File: config.mk
export PLATFORM = sky130hd
export DESIGN_NAME = prng_mask_gen
export DESIGN_NICKNAME = d
export VERILOG_FILES = /design/src/rtl/prng_mask_gen.sv
export SDC_FILE = /design/constraint.sdc
export NUM_CORES = 2
export LEC_CHECK = 0
export ABC_AREA = 0
export CORE_UTILIZATION = 35
export CTS_CLUSTER_DIAMETER = 80
export DETAILED_ROUTE_END_ITERATION = 6
export GPL_TIMING_DRIVEN = 0
export PLACE_DENSITY_LB_ADDON = 0.12
export SLEW_MARGIN = 30
export SYNTH_ARGS = -nofsm -noshare
export SYNTH_HDL_FRONTEND = slang
export SYNTH_SLANG_ARGS = --single-unit
File: constraint.sdc
create_clock -name clk -period 7.6 [get_ports clk]
set_input_delay 0.76 -clock clk [delete_from_list [all_inputs] [get_ports clk]]
set_output_delay 0.76 -clock clk [all_outputs]
set_load 0.02 [all_outputs]
File: src/rtl/prng_mask_gen.sv
// prng_mask_gen: multi-lane xorshift128 mask generator with a registered output FIFO,
// seed handshake, reseed advisory counter and optional repetition alarm.
// Optional feature macro: PRNG_MASK_REPEAT_CHK_EN (repetition check on each lane).
module prng_mask_gen #(
   parameter int unsigned NUM_LANES       = 2,
   parameter int unsigned FIFO_DEPTH      = 4,
   parameter int unsigned RESEED_INTERVAL = 1024
) (
   input  logic                                  clk,
   input  logic                                  rst,
   input  logic                                  seed_valid_i,
   output logic                                  seed_ready_o,
   input  logic [128*NUM_LANES-1:0]              seed_i,
   output logic                                  mask_valid_o,
   input  logic                                  mask_ready_i,
   output logic [128*NUM_LANES-1:0]              mask_o,
   output logic [$clog2(FIFO_DEPTH):0]           level_o,
   output logic                                  seeded_o,
   output logic                                  reseed_req_o,
   output logic                                  alarm_o
);

   localparam int unsigned W  = 128 * NUM_LANES;
   localparam int unsigned PW = $clog2(FIFO_DEPTH);
   localparam int unsigned LW = PW + 1;
   localparam int unsigned CW = (RESEED_INTERVAL > 0) ? $clog2(RESEED_INTERVAL + 1) : 1;
   localparam logic [127:0] ResetState = 128'hdeadbeef_cafebabe_12345678_87654321;

   typedef enum logic [1:0] {StUnseeded, StRun, StAlarm} state_e;

   state_e            state_q, state_d;
   logic [127:0]      lane_q [NUM_LANES];
   logic [127:0]      lane_d [NUM_LANES];
   logic [127:0]      lane_next [NUM_LANES];
   logic [W-1:0]      word_next;
   logic [W-1:0]      fifo_mem [FIFO_DEPTH];
   logic [PW-1:0]     wr_ptr_q, wr_ptr_d, rd_ptr_q, rd_ptr_d;
   logic [LW-1:0]     level_q, level_d;
   logic [CW-1:0]     use_cnt_q, use_cnt_d;
   logic              seeded_q, seeded_d;
   logic              reseed_q, reseed_d;
   logic              seed_acc, pop, room, gen, push, flush, alarm_hit;

   // One xorshift128 step on a single 128-bit lane state {x, y, z, w}.
   function automatic logic [127:0] xs_step(input logic [127:0] s);
      logic [31:0] x, y, z, w, t;
      x = s[127:96];
      y = s[95:64];
      z = s[63:32];
      w = s[31:0];
      t = x ^ (x << 11);
      return {y, z, w, w ^ (w >> 19) ^ t ^ (t >> 8)};
   endfunction

   // Handshakes and generation enable; generation sees room after this cycle's pop.
   always_comb begin
      seed_ready_o = (state_q != StAlarm);
      seed_acc     = seed_valid_i && seed_ready_o;
      mask_valid_o = (level_q != '0) && (state_q != StAlarm);
      pop          = mask_valid_o && mask_ready_i;
      room         = !((level_q == LW'(FIFO_DEPTH)) && !pop);
      gen          = (state_q == StRun) && !seed_acc && room;
      flush        = seed_acc || alarm_hit;
      push         = gen && !flush;
   end

   // Per-lane next state and the concatenated word pushed into the FIFO.
   always_comb begin
      word_next = '0;
      for (int k = 0; k < NUM_LANES; k++) begin
         lane_next[k]           = xs_step(lane_q[k]);
         word_next[128*k +: 128] = lane_next[k];
      end
   end

   // Lane state update: seed load (zero slice replaced by k+1), step, or hold.
   always_comb begin
      for (int k = 0; k < NUM_LANES; k++) begin
         lane_d[k] = lane_q[k];
         if (seed_acc) begin
            lane_d[k] = (seed_i[128*k +: 128] == '0) ? 128'(k + 1) : seed_i[128*k +: 128];
         end else if (gen) begin
            lane_d[k] = lane_next[k];
         end
      end
   end

   // FIFO pointers and occupancy; a seed or alarm discards all buffered words.
   always_comb begin
      wr_ptr_d = wr_ptr_q;
      rd_ptr_d = rd_ptr_q;
      level_d  = level_q;
      if (flush) begin
         wr_ptr_d = '0;
         rd_ptr_d = '0;
         level_d  = '0;
      end else begin
         if (push) wr_ptr_d = wr_ptr_q + PW'(1);
         if (pop)  rd_ptr_d = rd_ptr_q + PW'(1);
         level_d = level_q + LW'(push) - LW'(pop);
      end
   end

   // Use counter saturates at the interval; the request is sticky until a seed.
   always_comb begin
      use_cnt_d = use_cnt_q;
      reseed_d  = reseed_q;
      seeded_d  = seeded_q || seed_acc;
      if (seed_acc) begin
         use_cnt_d = '0;
         reseed_d  = 1'b0;
      end else begin
         if (pop && (use_cnt_q != CW'(RESEED_INTERVAL))) use_cnt_d = use_cnt_q + CW'(1);
         if ((RESEED_INTERVAL != 0) && (use_cnt_d == CW'(RESEED_INTERVAL))) reseed_d = 1'b1;
      end
   end

   // FSM next state.
   always_comb begin
      state_d = state_q;
      unique case (state_q)
         StUnseeded: if (seed_acc) state_d = StRun;
         StRun:      if (alarm_hit) state_d = StAlarm;
         StAlarm:    state_d = StAlarm;
         default:    state_d = StUnseeded;
      endcase
   end

   // Control and lane state registers.
   always_ff @(posedge clk) begin
      if (rst) begin
         state_q   <= StUnseeded;
         wr_ptr_q  <= '0;
         rd_ptr_q  <= '0;
         level_q   <= '0;
         use_cnt_q <= '0;
         seeded_q  <= 1'b0;
         reseed_q  <= 1'b0;
         for (int k = 0; k < NUM_LANES; k++) lane_q[k] <= ResetState ^ 128'(k);
      end else begin
         state_q   <= state_d;
         wr_ptr_q  <= wr_ptr_d;
         rd_ptr_q  <= rd_ptr_d;
         level_q   <= level_d;
         use_cnt_q <= use_cnt_d;
         seeded_q  <= seeded_d;
         reseed_q  <= reseed_d;
         for (int k = 0; k < NUM_LANES; k++) lane_q[k] <= lane_d[k];
      end
   end

   // FIFO storage; stale entries are never visible because level gates the head.
   always_ff @(posedge clk) begin
      if (push) fifo_mem[wr_ptr_q] <= word_next;
   end

   assign mask_o       = mask_valid_o ? fifo_mem[rd_ptr_q] : '0;
   assign level_o      = level_q;
   assign seeded_o     = seeded_q;
   assign reseed_req_o = reseed_q;

`ifdef PRNG_MASK_REPEAT_CHK_EN
   logic [127:0] prev_q [NUM_LANES];
   logic         skip_q;
   logic         alarm_q;

   // A lane repeating its previous output is a stuck generator; first push after a seed is exempt.
   always_comb begin
      alarm_hit = 1'b0;
      for (int k = 0; k < NUM_LANES; k++) begin
         if (gen && !skip_q && (lane_next[k] == prev_q[k])) alarm_hit = 1'b1;
      end
   end

   // Repetition-check history and sticky alarm.
   always_ff @(posedge clk) begin
      if (rst) begin
         skip_q  <= 1'b1;
         alarm_q <= 1'b0;
         for (int k = 0; k < NUM_LANES; k++) prev_q[k] <= '0;
      end else begin
         if (seed_acc) skip_q <= 1'b1;
         else if (gen) skip_q <= 1'b0;
         if (gen) begin
            for (int k = 0; k < NUM_LANES; k++) prev_q[k] <= lane_next[k];
         end
         if (alarm_hit) alarm_q <= 1'b1;
      end
   end

   assign alarm_o = alarm_q;
`else
   assign alarm_hit = 1'b0;
   assign alarm_o   = 1'b0;
`endif

endmodule

[After elaboration in Yosys (flattened, before gate mapping)]
Memory sizes are Yosys's and may differ from the RTL's. A register that Yosys moved wholly into a read port is not among the register bits.
Cells that the tools add are included.
Cells by class
  multiplexer cells: 20
  $add $sub $neg: 5
  bitwise gates (word level): 11
  reductions and logical operators: 18
  eq/ne operators: 7
Operators by type and width (number)
  2-to-1 mux 128 bit: 8
  logical NOT 128 bit: 2
  2-to-1 mux 256 bit: 1
  XOR 32 bit: 4
  XOR 32 x 13 -> 32 bit: 2
  XOR 32 x 24 -> 32 bit: 2
  2-to-1 mux 11 bit: 2
  adder 11 x 1 -> 11 bit, second input constant: 1
  == test 11 bit, second input constant: 1
  inequality test 11 bit, second input constant: 1
  logical AND 1 bit: 8
  2-to-1 mux 2 bit: 3
  one-hot mux 2 bit (3 select lines): 1
  2-to-1 mux 1 bit: 5
  adder 2 x 1 -> 2 bit, second input constant: 2
  inequality test 2 bit, second input constant: 2
  adder 3 x 1 -> 3 bit: 1
  == test 3 bit, second input constant: 1
  logical NOT 1 bit: 3
  nonzero test 3 bit: 1
  subtractor 3 x 1 -> 3 bit: 1
  == test 2 x 1 -> 1 bit, second input constant: 1
  == test 2 bit, second input constant: 1
  logical NOT 2 bit: 1
  5 further kinds: 6
Storage, ports and cells
  memories kept: 2
  output and inout port bits: 264
  RAM bits: 1280
  register bits: 22
  word-level logic and storage cells: 70
Memories
  fifo_mem: words 4, width 256, read ports 1, clocked after memory_dff 1, wr ports 1, RTL line 36  | logic [W-1:0] fifo_mem [FIFO_DEPTH];
  lane_q: words 2, width 128, read ports 2, clocked after memory_dff 0, wr ports 2, RTL line 32  | logic [127:0] lane_q [NUM_LANES];

[Longest topological paths before layout]
  word-level depth: 10
  depth in mapped cells: 13

[Worst setup path before layout]
OpenSTA, ideal clock, no wires.
  kind: input-to-reg
  from: in mask_ready_i
  to: mem fifo_mem[1][0] (netlist name), enable pin
  arrival time: 7.604 ns
  library setup time: 0.649 ns
  slack: -0.653 ns
  data required time: 6.951 ns
  stages on the path: 5
  path buffers: 2
  cells stage by stage: o41ai_1 nor3_2 clkbuf_1 clkbuf_1 and2_1
On the way
  longest elaborated chain between the ends: 8
RTL lines
  from (decl): RTL line 15  | input logic mask_ready_i,
  logical AND 1 bit: RTL line 60  | pop = mask_valid_o && mask_ready_i;
  logical NOT 1 bit: RTL line 61  | room = !((level_q == LW'(FIFO_DEPTH)) && !pop);
  logical AND 1 bit: RTL line 61
  logical NOT 1 bit: RTL line 61
  logical AND 1 bit: RTL line 62  | gen = (state_q == StRun) && !seed_acc && room;
  logical AND 1 bit: RTL line 64  | push = gen && !flush;
  2-to-1 mux 1 bit: RTL line 154  | if (push) fifo_mem[wr_ptr_q] <= word_next;
  2-to-1 mux 1 bit (implied by the code): RTL line 154
  to (decl): RTL line 36
No other way between the ends.

[Worst setup path after layout]
  from: reg state_q[0]
  to: out mask_o[129]
On the way
  longest elaborated chain between the ends: 3
RTL lines
  from (decl): RTL line 31  | state_e state_q, state_d;
  from (signal assigned): RTL line 132  | state_q <= StUnseeded;
  from (signal assigned): RTL line 141  | state_q <= state_d;
  inequality test 2 bit: RTL line 59  | mask_valid_o = (level_q != '0) && (state_q != StAlarm);
  logical AND 1 bit: RTL line 59
  2-to-1 mux 256 bit: RTL line 157  | assign mask_o = mask_valid_o ? fifo_mem[rd_ptr_q] : '0;
  to (decl): RTL line 16  | output logic [128*NUM_LANES-1:0] mask_o,
No other way between the ends.

==> impl_metrics.json <==
{
  "outcome": "complete, no violations",
  "clkSlewWorstSetupHoldPaths_ns": 0.05,
  "synthSimpleGateAreaFrac_pct": 11.7,
  "place_inst": 6160,
  "min_from": "wr_ptr_q[1]",
  "cp_max_fo": 11,
  "synthMuxAreaShare_pct": 10.9,
  "end_kind": "primary output",
  "cts_inserted_buffers": 145,
  "cts_resized": 0,
  "fmax_ghz": 0.205,
  "clkLatencyLatePin_ns": 0.79,
  "die_h_um": 392,
  "fin_crit_ns": 4.88,
  "synth_area_mm2": 0.0532,
  "routedWlPerCell_um": 30.5,
  "die-area_mm2": 0.154,
  "timing.rr.start": "level_o[1]",
  "maxSlewHeadroom_pct": 29.1,
  "synth_top_family_by_area": "simple AND/OR/NAND/NOR gates",
  "hold_end": "wr_ptr_q[1]",
  "ir_drop_v": 0.000148,
  "synthesis.nets": 3858,
  "slowest_delay_ns": 0.69,
  "start_kind": "register",
  "place_congestion": 0.931,
  "holdBufCountCts": 0,
  "maxCapViolations": 0,
  "postRouteAntennaNets": 0,
  "grt_pass1_wl_mm": 269,
  "cts_num_sinks": 1304,
  "rsz0062_at_grt": "false",
  "io_buffers": 521,
  "final_cells": 6434,
  "yosysMostFrequentCell": "edfxtp_1",
  "drc": 0,
  "initial_core_util_pct": 35.4,
  "syn_area_per_cell_um2": 14.8,
  "drt-total-wl_mm": 196,
  "netlist_top_cells_count": "edfxtp_1, nand2_1, nor2_1",
  "firstDrtPassIters": 5,
  "cts_setup_buffers": 0,
  "rr_worst_depth": 10,
  "synth_adder_area_share_pct": 0.226,
  "cts_buffer_depth": 3,
  "rrSetupSlack_ns": 2.96,
  "ys.flop_type": "edfxtp_1",
  "r2r_end": "fifo_mem[2][87]",
  "grt_max_degree": 38,
  "cp_slowest_cell": "clkdlybuf4s50_1",
  "hpwlAfterDp_mm": 146,
  "cts_root_buffer": "clkbuf_16",
  "synth_top_cell_by_area": "edfxtp_1",
  "layout-drive-gt1-share_pct": 15.3,
  "hold_violations": 0,
  "hold_path.class": "reg -> reg",
  "synth_top_area_share_pct": 57.8,
  "ys_async_sr_fraction_pct": 0,
  "synth_compound_area_share_pct": 3.31,
  "slew_viol_final": 0,
  "grt_pass1_vias": 34527,
  "track_usage_pct": 25.3,
  "worstSetupPathType": "reg -> out",
  "die_w_um": 392,
  "synth_cell_types": 48,
  "syn_to_final_growth_pct": 25.0,
  "ys_warn_count": 0,
  "synth_edf_count": 1024,
  "fin_util_pct": 44.2,
  "critPathRequiredTime_ns": 6.84,
  "viasPerCell": 5.47,
  "crit_arrival_ns": 4.12,
  "core-area_mm2": 0.150,
  "worstMarginPinSlew_ns": 1.06,
  "htree_levels": 4,
  "leakage_nw": 22.4,
  "yosys-top-cells-area": "edfxtp_1, mux4_2, dfxtp_1, xnor2_1, nand2_1",
  "floorplan.rows": 142,
  "synth-xor-area-share_pct": 3.52,
  "fin_skew_ns": 0.0282,
  "io_pins": 524,
  "timing.final.crit_share_pct": 64.2,
  "finalSetupViolCount": 0,
  "powerDensity_mw_per_mm2": 263,
  "antenna_found_initial": 10,
  "synth_seq_cells": 1304,
  "cts_tree": "yes",
  "drtIter0Drc": 3917,
  "grt_overflow": 0,
  "nNetsFinal": 4560,
  "hold_depth": 2,
  "num_vias": 35214,
  "crit_chain": "and2b_1 > inv_2 > clkbuf_2 > clkbuf_1 > and3_1 > clkdlybuf4s50_1",
  "synth_cells": 3589,
  "yosysSeqAreaShare_pct": 68.4
}
## critical path: cells and delay by family (launching register included)
| family | cells | cell delay, ns |
|---|---|---|
| simple gates | 2 | 0.78 |
| buf+inv | 4 | 2.14 |
| flops | 1 | 0.41 |
## how the worst max path moves through the flow
stage	startpoint	endpoint	slack [ns]	cells past startpoint
floorplan	mask_ready_i	fifo_mem[0][0]	2.21	5
global placement	mask_ready_i	fifo_mem[1][87]	-3.12	6
detailed placement	mask_ready_i	fifo_mem[2][88]	1.98	11
CTS	state_q[0]	mask_o[129]	2.65	6
global route	state_q[0]	mask_o[129]	2.62	6
finish	state_q[0]	mask_o[129]	2.72	6
## area by class of cell
type,count,area (µm²)
sequential,1304,36400
clock buffer,202,4120
buffer,254,1040
antenna,7,17.5
multi-input combinational,2013,15800
tap,2016,2520
fill,13798,83800
clock inverter,65,624
timing repair buffer,555,5960
inverter,18,67.6
## sequential cells by signal, summed over array words and instances, names as in the netlist, named ones only
register	flops
state_q	2
level_o	3
lane_q	256
rd_ptr_q	2
fifo_mem	1024
wr_ptr_q	2
seeded_o	1
reseed_req_o	1
use_cnt_q	11
## per-stage QoR
step	hold slack, ns	setup WS, ns	power (mW)	cell area (µm²)	TNS, ns
finish	0.499	2.72	17.5	66500	0
global route	0.551	2.62	18.0	66500	0
CTS	0.502	2.65	17.6	66500	0
detailed placement	0.497	1.98	10.6	61700	0
global placement	0.491	-3.12	10.6	60900	-3070.33
floorplan	0.469	2.21	9.41	53200	0
## layout by cell type, fill, tap and decap left out, types with 5 or more instances in the layout
master and count:
nor3_1 7, buf_2 48, a311oi_1 75, nor4_1 104, a221oi_1 25, clkbuf_16 154
inv_6 6, nand2_1 432, inv_1 16, diode_2 7, xor2_1 19, nand4_1 16
nand3_1 6, nor2_1 330, clkinv_2 23, and2_1 5, clkbuf_2 18, xnor2_1 195
bufinv_16 8, clkbuf_1 214, buf_1 12, buf_16 9, mux4_2 256, o21ai_0 8
and3_1 258, clkbuf_8 8, edfxtp_1 1024, clkinv_1 15, buf_12 25, clkdlybuf4s50_1 521
or2_2 87, a31oi_1 119, ha_1 8, or2_1 31, dfxtp_1 280
## cell families (layout without fill, tap and decap cells)
kind of cell	after synthesis	after routing
AOI/OAI and AO/OA	239	239
adders and majority gates	9	9
DFF	1304	1304
other	1	8
buffers and inverters	272	1094
xor gates and xnor gates	214	214
muxes	257	257
and+or+nand+nor	1293	1293
## per-layer routing
layer	up-vias	wire [µm]	track usage [%]	part of all wire [%]
met5	-	28	0	0.014
met4	6	6820	8.79	3.5
met3	287	13000	3.89	6.6
met2	1541	87900	38.4	45
met1	18342	88200	36.8	45
li1	15038	-	-	-
## report_power, final
group | leakage [nW] | switching [mW] | total, mW | internal [mW]
combinational | 8.58 | 1.24 | 2.03 | 0.789
sequential | 11.5 | 0.363 | 8.45 | 8.09
clock | 2.32 | 2.95 | 7.02 | 4.08
No activity file was read; power rests on OpenSTA's default activity.
